===== src/rtl/data_memory_responder.sv =====
// rtl/data_memory_responder.sv - multi-cycle data-memory responder for the CPU load/store handshake
//
// Purpose:
//   Services READ/WRITE strobes from the CPU control unit. A request is
//   latched in IDLE and the CPU is stalled with BUSYWAIT for LATENCY+1 edges.
//   After the access completes, the block spends one DONE cycle with BUSYWAIT
//   low so the CPU can drop its strobes before the next request is sampled.
//
// Ports:
//   CLK        in   rising-edge clock
//   RESET_N    in   asynchronous active-low reset
//   READ       in   read request, held until BUSYWAIT falls
//   WRITE      in   write request, held until BUSYWAIT falls
//   ADDRESS    in   word address (ADDR_WIDTH)
//   WRITEDATA  in   store data (DATA_WIDTH)
//   READDATA   out  registered load result (DATA_WIDTH)
//   CONFLICT   out  only with DMEM_CONFLICT_EN: pulses in DONE of a dropped READ+WRITE request
//   BUSYWAIT   out  CPU stall
//
// Build option:
//   DMEM_CONFLICT_EN - when defined, simultaneous READ and WRITE is dropped
//   and flagged on CONFLICT; otherwise it is serviced as a read.

module data_memory_responder #(
  parameter int ADDR_WIDTH = 8,
  parameter int DATA_WIDTH = 8,
  parameter int LATENCY    = 5
) (
  input  logic                  CLK,
  input  logic                  RESET_N,
  input  logic                  READ,
  input  logic                  WRITE,
  input  logic [ADDR_WIDTH-1:0] ADDRESS,
  input  logic [DATA_WIDTH-1:0] WRITEDATA,
  output logic [DATA_WIDTH-1:0] READDATA,
`ifdef DMEM_CONFLICT_EN
  output logic                  CONFLICT,
`endif
  output logic                  BUSYWAIT
);

  localparam int DEPTH = 1 << ADDR_WIDTH;
  localparam logic [3:0] CNT_INIT = 4'(LATENCY - 1);

  typedef enum logic [1:0] {
    S_IDLE,
    S_BUSY,
    S_DONE
  } state_t;

  state_t                  state_q;
  logic [3:0]              cnt_q;
  logic                    op_wr_q;
  logic [ADDR_WIDTH-1:0]   addr_q;
  logic [DATA_WIDTH-1:0]   wdata_q;
  logic [DATA_WIDTH-1:0]   mem_q [DEPTH];
  logic                    mem_we;
`ifdef DMEM_CONFLICT_EN
  logic                    conflict_q;
`endif

  // Stall is combinational in IDLE so the CPU freezes in the same cycle
  // it raises a strobe; DONE deliberately releases the CPU for one cycle.
  assign BUSYWAIT = (state_q == S_BUSY) || ((state_q == S_IDLE) && (READ || WRITE));

  // A conflicting request latches op_wr_q = 0, so it can never write.
  // A reset mid-access forces state_q to IDLE at once, which kills the write.
  assign mem_we = (state_q == S_BUSY) && (cnt_q == 4'd0) && op_wr_q;

  always_ff @(posedge CLK) begin
    if (mem_we) begin
      mem_q[addr_q] <= wdata_q;
    end
  end

  always_ff @(posedge CLK or negedge RESET_N) begin
    if (!RESET_N) begin
      state_q    <= S_IDLE;
      cnt_q      <= 4'd0;
      op_wr_q    <= 1'b0;
      addr_q     <= '0;
      wdata_q    <= '0;
      READDATA   <= '0;
`ifdef DMEM_CONFLICT_EN
      conflict_q <= 1'b0;
      CONFLICT   <= 1'b0;
`endif
    end else begin
      case (state_q)
        S_IDLE: begin
          if (READ || WRITE) begin
            // READ wins when both strobes are high.
            op_wr_q <= WRITE && !READ;
            addr_q  <= ADDRESS;
            wdata_q <= WRITEDATA;
            cnt_q   <= CNT_INIT;
            state_q <= S_BUSY;
`ifdef DMEM_CONFLICT_EN
            conflict_q <= READ && WRITE;
`endif
          end
        end
        S_BUSY: begin
          if (cnt_q != 4'd0) begin
            cnt_q <= cnt_q - 4'd1;
          end else begin
`ifdef DMEM_CONFLICT_EN
            if (!op_wr_q && !conflict_q) begin
              READDATA <= mem_q[addr_q];
            end
            CONFLICT <= conflict_q;
`else
            if (!op_wr_q) begin
              READDATA <= mem_q[addr_q];
            end
`endif
            state_q <= S_DONE;
          end
        end
        S_DONE: begin
          state_q <= S_IDLE;
`ifdef DMEM_CONFLICT_EN
          CONFLICT <= 1'b0;
`endif
        end
        default: state_q <= S_IDLE;
      endcase
    end
  end

endmodule


===== config.mk =====
export PLATFORM = sky130hd
export DESIGN_NAME = data_memory_responder
export DESIGN_NICKNAME = d
export VERILOG_FILES = /design/src/rtl/data_memory_responder.sv
export SDC_FILE = /design/constraint.sdc
export NUM_CORES = 2
export LEC_CHECK = 0
export CAP_MARGIN = 20
export CORE_UTILIZATION = 52
export DETAILED_ROUTE_END_ITERATION = 12
export PLACE_DENSITY = 0.67
export SETUP_SLACK_MARGIN = 0.02
export SLEW_MARGIN = 15
export SYNTH_ARGS = -nofsm -noshare
export SYNTH_HDL_FRONTEND = slang
export SYNTH_SLANG_ARGS = --single-unit

===== constraint.sdc =====
create_clock -name CLK -period 5.6 [get_ports CLK]
set_clock_uncertainty 0.05 [all_clocks]
set_input_delay 0.56 -clock CLK [delete_from_list [all_inputs] [get_ports CLK]]
set_output_delay 0.56 -clock CLK [all_outputs]
set_load 0.1 [all_outputs]

# Word level (Yosys, flattened, before mapping)

Memories as Yosys holds them, arrays and structs flattened. A register that Yosys moved wholly into a read port is not among the register bits.
Index checks and enable logic that the tools add are counted.

Bits in registers: 23
Output and inout bits: 9
Input port bits: 20
Word-level logic and storage cells: 37
Memories kept: 1
Bits in writable memories: 2048

Add/sub/neg operators: 1
Bitwise logic cells: 2
Eq/ne operators: 4
Reductions and logical operators: 16
Multiplexer cells: 8

Memories:

| name  | depth | width | rd ports | clocked after Yosys merged registers in | wr ports | line | text |
|---|---|---|---|---|---|---|---|
| mem_q | 256   | 8     | 1        | 1                                       | 1        | 56   | `logic [DATA_WIDTH-1:0] mem_q [DEPTH];` |

Operators with widths:

| operator              | number |
|---|---|
| $mux W4               | 2 |
| $pmux W4 S2           | 1 |
| $reduce_and A3 Y1     | 2 |
| $logic_and A1 B1 Y1   | 4 |
| $logic_not A4 Y1      | 1 |
| $mux W2               | 2 |
| $ne A2 B1 Y1 const B  | 2 |
| $pmux W2 S2           | 1 |
| $reduce_and A2 Y1     | 2 |
| $reduce_bool A4 Y1    | 1 |
| $sub A4 B1 Y4 const B | 1 |
| $eq A2 B1 Y1 const B  | 1 |
| $logic_not A1 Y1      | 2 |
| $logic_not A2 Y1      | 1 |
| $logic_or A1 B1 Y1    | 2 |
| $mux W1               | 2 |
| $ne A2 B2 Y1 const B  | 1 |
| $not A1 Y1            | 2 |
| $reduce_bool A2 Y1    | 1 |

# Logic depth before layout (Yosys ltp)

Depth in word-level cells: 5
Depth in mapped cells: 13
Mapped depth without buffers: 9

# Worst setup path before layout

Ideal clock, no wire load.

Path type: flip-flop to flip-flop
From: register wdata_q[0]
To: memory mem_q[0][0], data pin
Arrival: 3.183 ns
Required time: 4.746 ns
Path buffers: 0
Setup slack: 1.563 ns
Library setup time: 0.804 ns
Cell stages (with the launch flop): 1
Clock period less this slack: 4.037 ns
Cells stage by stage: dfrtp_1

RTL lines:

| item                   | line | text |
|---|---|---|
| from (decl)            | 55   | `logic [DATA_WIDTH-1:0] wdata_q;` |
| from (signal assigned) | 82   | `wdata_q <= '0;` |
| from (signal assigned) | 95   | `wdata_q <= WRITEDATA;` |
| to (decl)              | 56   |  |

Straight into the memory's write port.

# Worst setup path in the final report

From: register cnt_q[0]
To: memory mem_q[191][0], enable pin

Word-level cells in the longest chain between the ends: 5

Ends and longest elaborated chain:

| item                             | line | text |
|---|---|---|
| from (decl)                      | 52   | `logic [3:0] cnt_q;` |
| from (signal assigned)           | 105  | `cnt_q <= cnt_q - 4'd1;` |
| $logic_not A4 Y1                 | 68   | `assign mem_we = (state_q == S_BUSY) && (cnt_q == 4'd0) && op_wr_q;` |
| $logic_and A1 B1 Y1 (2 in a row) | 68   |  |
| $mux W1                          | 71   | `if (mem_we) begin` |
| $mux W1 (implied by the code)    | 72   | `mem_q[addr_q] <= wdata_q;` |

No other way between the ends.

==> impl_results.md <==
- Status: finished, final reports clean
- Placed cells: 5,888
- Ratio of cells with drive above 1 in the final layout: 22.2%
- Largest cells by area after synthesis: edfxtp_1 (76%), mux4_2 (13%), mux2i_1 (2.1%)
- # nets final: a little over 4,000
- RSZ-0062 raised after global routing: false
- CP max stage delay: 750 ps
- Root Buffer: clkbuf_16
- Combinational Power Share: 29.1%
- Post-Synth Adder-Cell Area: 0.0155%
- Yosys top cell area share: 76.0%
- Sequential area share after synthesis: 76.9%
- Post-DRT Antenna Nets: 0
- Simple-gate share of the synthesized area: 3.58%
- Synthesis-stage register bit count: 2,079
- Synthesis-to-layout area growth: 11.4%
- Die area: roughly 160,000 um^2
- Post-Synthesis Cell Area: 81,000 um^2
- Final hold viol count: 0
- # resized after CTS: 0
- First-pass GRT wire length: roughly 300,000 um
- Crit path launch type: flop
- Core region area: between 150,000 and 200,000 um^2
- Dpl hpwl: 128,000 um
- Largest net degree at the start of global routing: 234
- CP arrival: 4610 ps
- Avg Inst Size Synth: 20.6 um^2
- Vias/cell: 6.52
- Clk_lat worst skew: 840 ps
- Post-synthesis xor/xnor area fraction: less than 1%
- Clock Sinks: 2,079
- Top post-synthesis cells by count: edfxtp_1 (2,048), mux4_2 (475), nor2_1 (310)
- Synth Net Count: between 3,000 and 4,000
- Clk pin slew, worst setup/hold paths: roughly 60 ps
- Ant. Diodes: 0
- Die Width: 397 um
- Largest area contributor in the netlist: edfxtp_1
- Total gr overflow: 0
- Total number of vias: a little over 40,000
- Gr usage total: 27.2%
- Main flop type after synthesis: edfxtp_1
- Ports: 29
- DRC: 0
- # Max-Cap Violations: 0
- Max Root-Sink Buffers: 3
- Final Setup Violations: 0
- Routability cong.: around 0.87
- Power Density: ~520 nW/um^2
- Port-buffer cells: 28
- FMAX: 0.237 GHz
- Netlist cell types: 67
- Peak supply drop: between 0.6 and 0.7 mV
- Slew Limit Headroom: 17.6%
- Data required time of the critical path: between 5000 and 6000 ps
- Actual slew at the worst max-slew pin: 1240 ps
- Register area: 62,300 um^2
- EDFF count, synth: 2,048
- Multiplexer area fraction after synthesis: 15.5%
- Worst min-delay path class: in -> reg
- Pleak: about 28 nW
- Worst Setup End Kind: flop
- Initial antenna violation count: 7
- Yosys Warn Count: 0
- Filler cells: 11,100
- Most common cell in the netlist: edfxtp_1
- Die H: 397 um
- Critical path's most frequent cell: nor2_1
- Site Rows: 144
- Multi-input logic area: 17,400 um^2
- Final WL: ~210,000 um
- Post-Syn Instances: between 3,000 and 4,000
- Worst hold slack: just over 200 ps
- DR WL/cell: between 30 and 40 um
- DR iter-0 viols: between 5,000 and 6,000
- Critical Path Slowest Stage Cell: nand2_1
- Sequential share of power: 42.9%
- Slew Limit Fails: 0
- Clk pwr share: 28.0%
- Drt pass-1 iters: 8
- Cell Int Power: 31.6 mW
- Switching Share: 33.0%
- Initial core utilization: about 52%
- Ys async rst share: under 10%
- Switching power: 15.6 mW
- Worst-path cell chain: inv_1 > ha_1 > or3b_2 > nor2_1 > nand3_1 > nor2_1 > nand2_1 > buf_4 > nor2_1
- Largest family of logic cells by synthesized area: multiplexers
- H-tree levels: 4
- Vias in the first global route: 40,400
- CTS tree: done
- Max FO, Critical Path: 11
- Crit Path Class: reg -> reg
- Number of buffers created by CTS: 198
- Setup TNS Final: 0 ps
- Fin crit share: 75.3%
- Synth Area in Compound Gates: 2.35%
- Post-route minimum period: 4220 ps
- Fin cells: 6,260
==> flip-flops by register name, summed over array words and instances, names as in the netlist <==
name      count
state_q       2
addr_q        8
op_wr_q       1
wdata_q       8
cnt_q         4
mem_q      2048
READDATA      8
==> stage by stage <==
step | utilization (%) | instance area (um^2) | setup WS (ps) | total power [mW]
floorplan | - | 81000 | 1560 | 29.1
global placement | 54.3 | 83700 | 1250 | 34.1
detailed placement | 54.3 | 83800 | 1450 | 34.2
CTS | 58.5 | 90200 | 1410 | 47.2
global route | 58.5 | 90200 | 1280 | 48.4
finish | 58.5 | 90200 | 1380 | 47.2
==> final timing paths <==
check                                   from       endpoint  slack, ps  cells past startpoint
worst max-delay path                cnt_q[0]  mem_q[191][0]       1380                      9
worst min-delay path            WRITEDATA[1]     wdata_q[1]        200                      3
worst max register to register      cnt_q[0]  mem_q[191][0]       1380                      9
worst min register to register      cnt_q[0]       cnt_q[0]        490                      1
max in group asynchronous            RESET_N      addr_q[0]       4420                      2
min in group asynchronous            RESET_N     wdata_q[3]        360                      2
==> power groups by stage <==
stage	clock network, mW	logic (mW)	registers, mW
floorplan	0	7.63	21.4
global placement	0	13.5	20.5
detailed placement	0	13.6	20.6
CTS	13.3	13.7	20.2
global route	13.8	14.3	20.3
finish	13.2	13.7	20.3
==> placed cells by master, fill, tap and decap left out, types with 35 or more instances in the layout <==
| master | synthesis | final |
|---|---|---|
| mux2i_1 | 171 | 171 |
| a22oi_1 | 52 | 52 |
| buf_4 | 49 | 108 |
| clkinv_1 | 0 | 47 |
| mux4_2 | 475 | 475 |
| nand2_1 | 225 | 224 |
| clkinv_2 | 0 | 35 |
| clkbuf_16 | 0 | 201 |
| nand3_1 | 51 | 51 |
| clkbuf_1 | 83 | 42 |
| edfxtp_1 | 2048 | 2048 |
| nor2_1 | 310 | 304 |
==> timing repair <==
| action | CTS | global route |
|---|---|---|
| endpoints found under the hold margin | 31 | 0 |
| buffers inserted | 0 | 0 |
| hold buffers | 1 | 0 |
==> layer usage <==
| layer | track usage (%) | vias to the layer above | part of all wire, % |
|---|---|---|---|
| met1 | 38.2 | 21600 | 38 |
| met3 | 6.90 | 426 | 11 |
| met2 | 41.7 | 2403 | 47 |
| met4 | 9.96 | 4 | 3.9 |
| li1 | - | 16500 | - |
| met5 | 0 | - | 0.013 |
==> final cells by class <==
class,instances,area share [%]
Multi-Input combinational cell,1605,19.3
Clock buffer,248,5.83
Tap cell,2044,2.83
Timing Repair Buffer,158,1.70
Sequential cell,2079,69.1
Clock inverter,120,1.22
Inverter,6,0.0319
==> cell families (layout without fill, tap and decap cells) <==
kind of cell / after synthesis / after routing
flops: 2079 / 2079
simple gates: 685 / 685
mux: 658 / 658
compound gates: 259 / 259
buf+inv: 244 / 532
xor+xnor: 2 / 2
fa+ha+maj: 1 / 1
==> worst max-delay path, delay by kind of cell (launching register included) <==
family                     cells  cell delay, ps
DFF                            1             410
adders and majority gates      1             150
and+or+nand+nor                6            2640
buffers and inverters          2             550
Power figures use the tool's default switching activity.
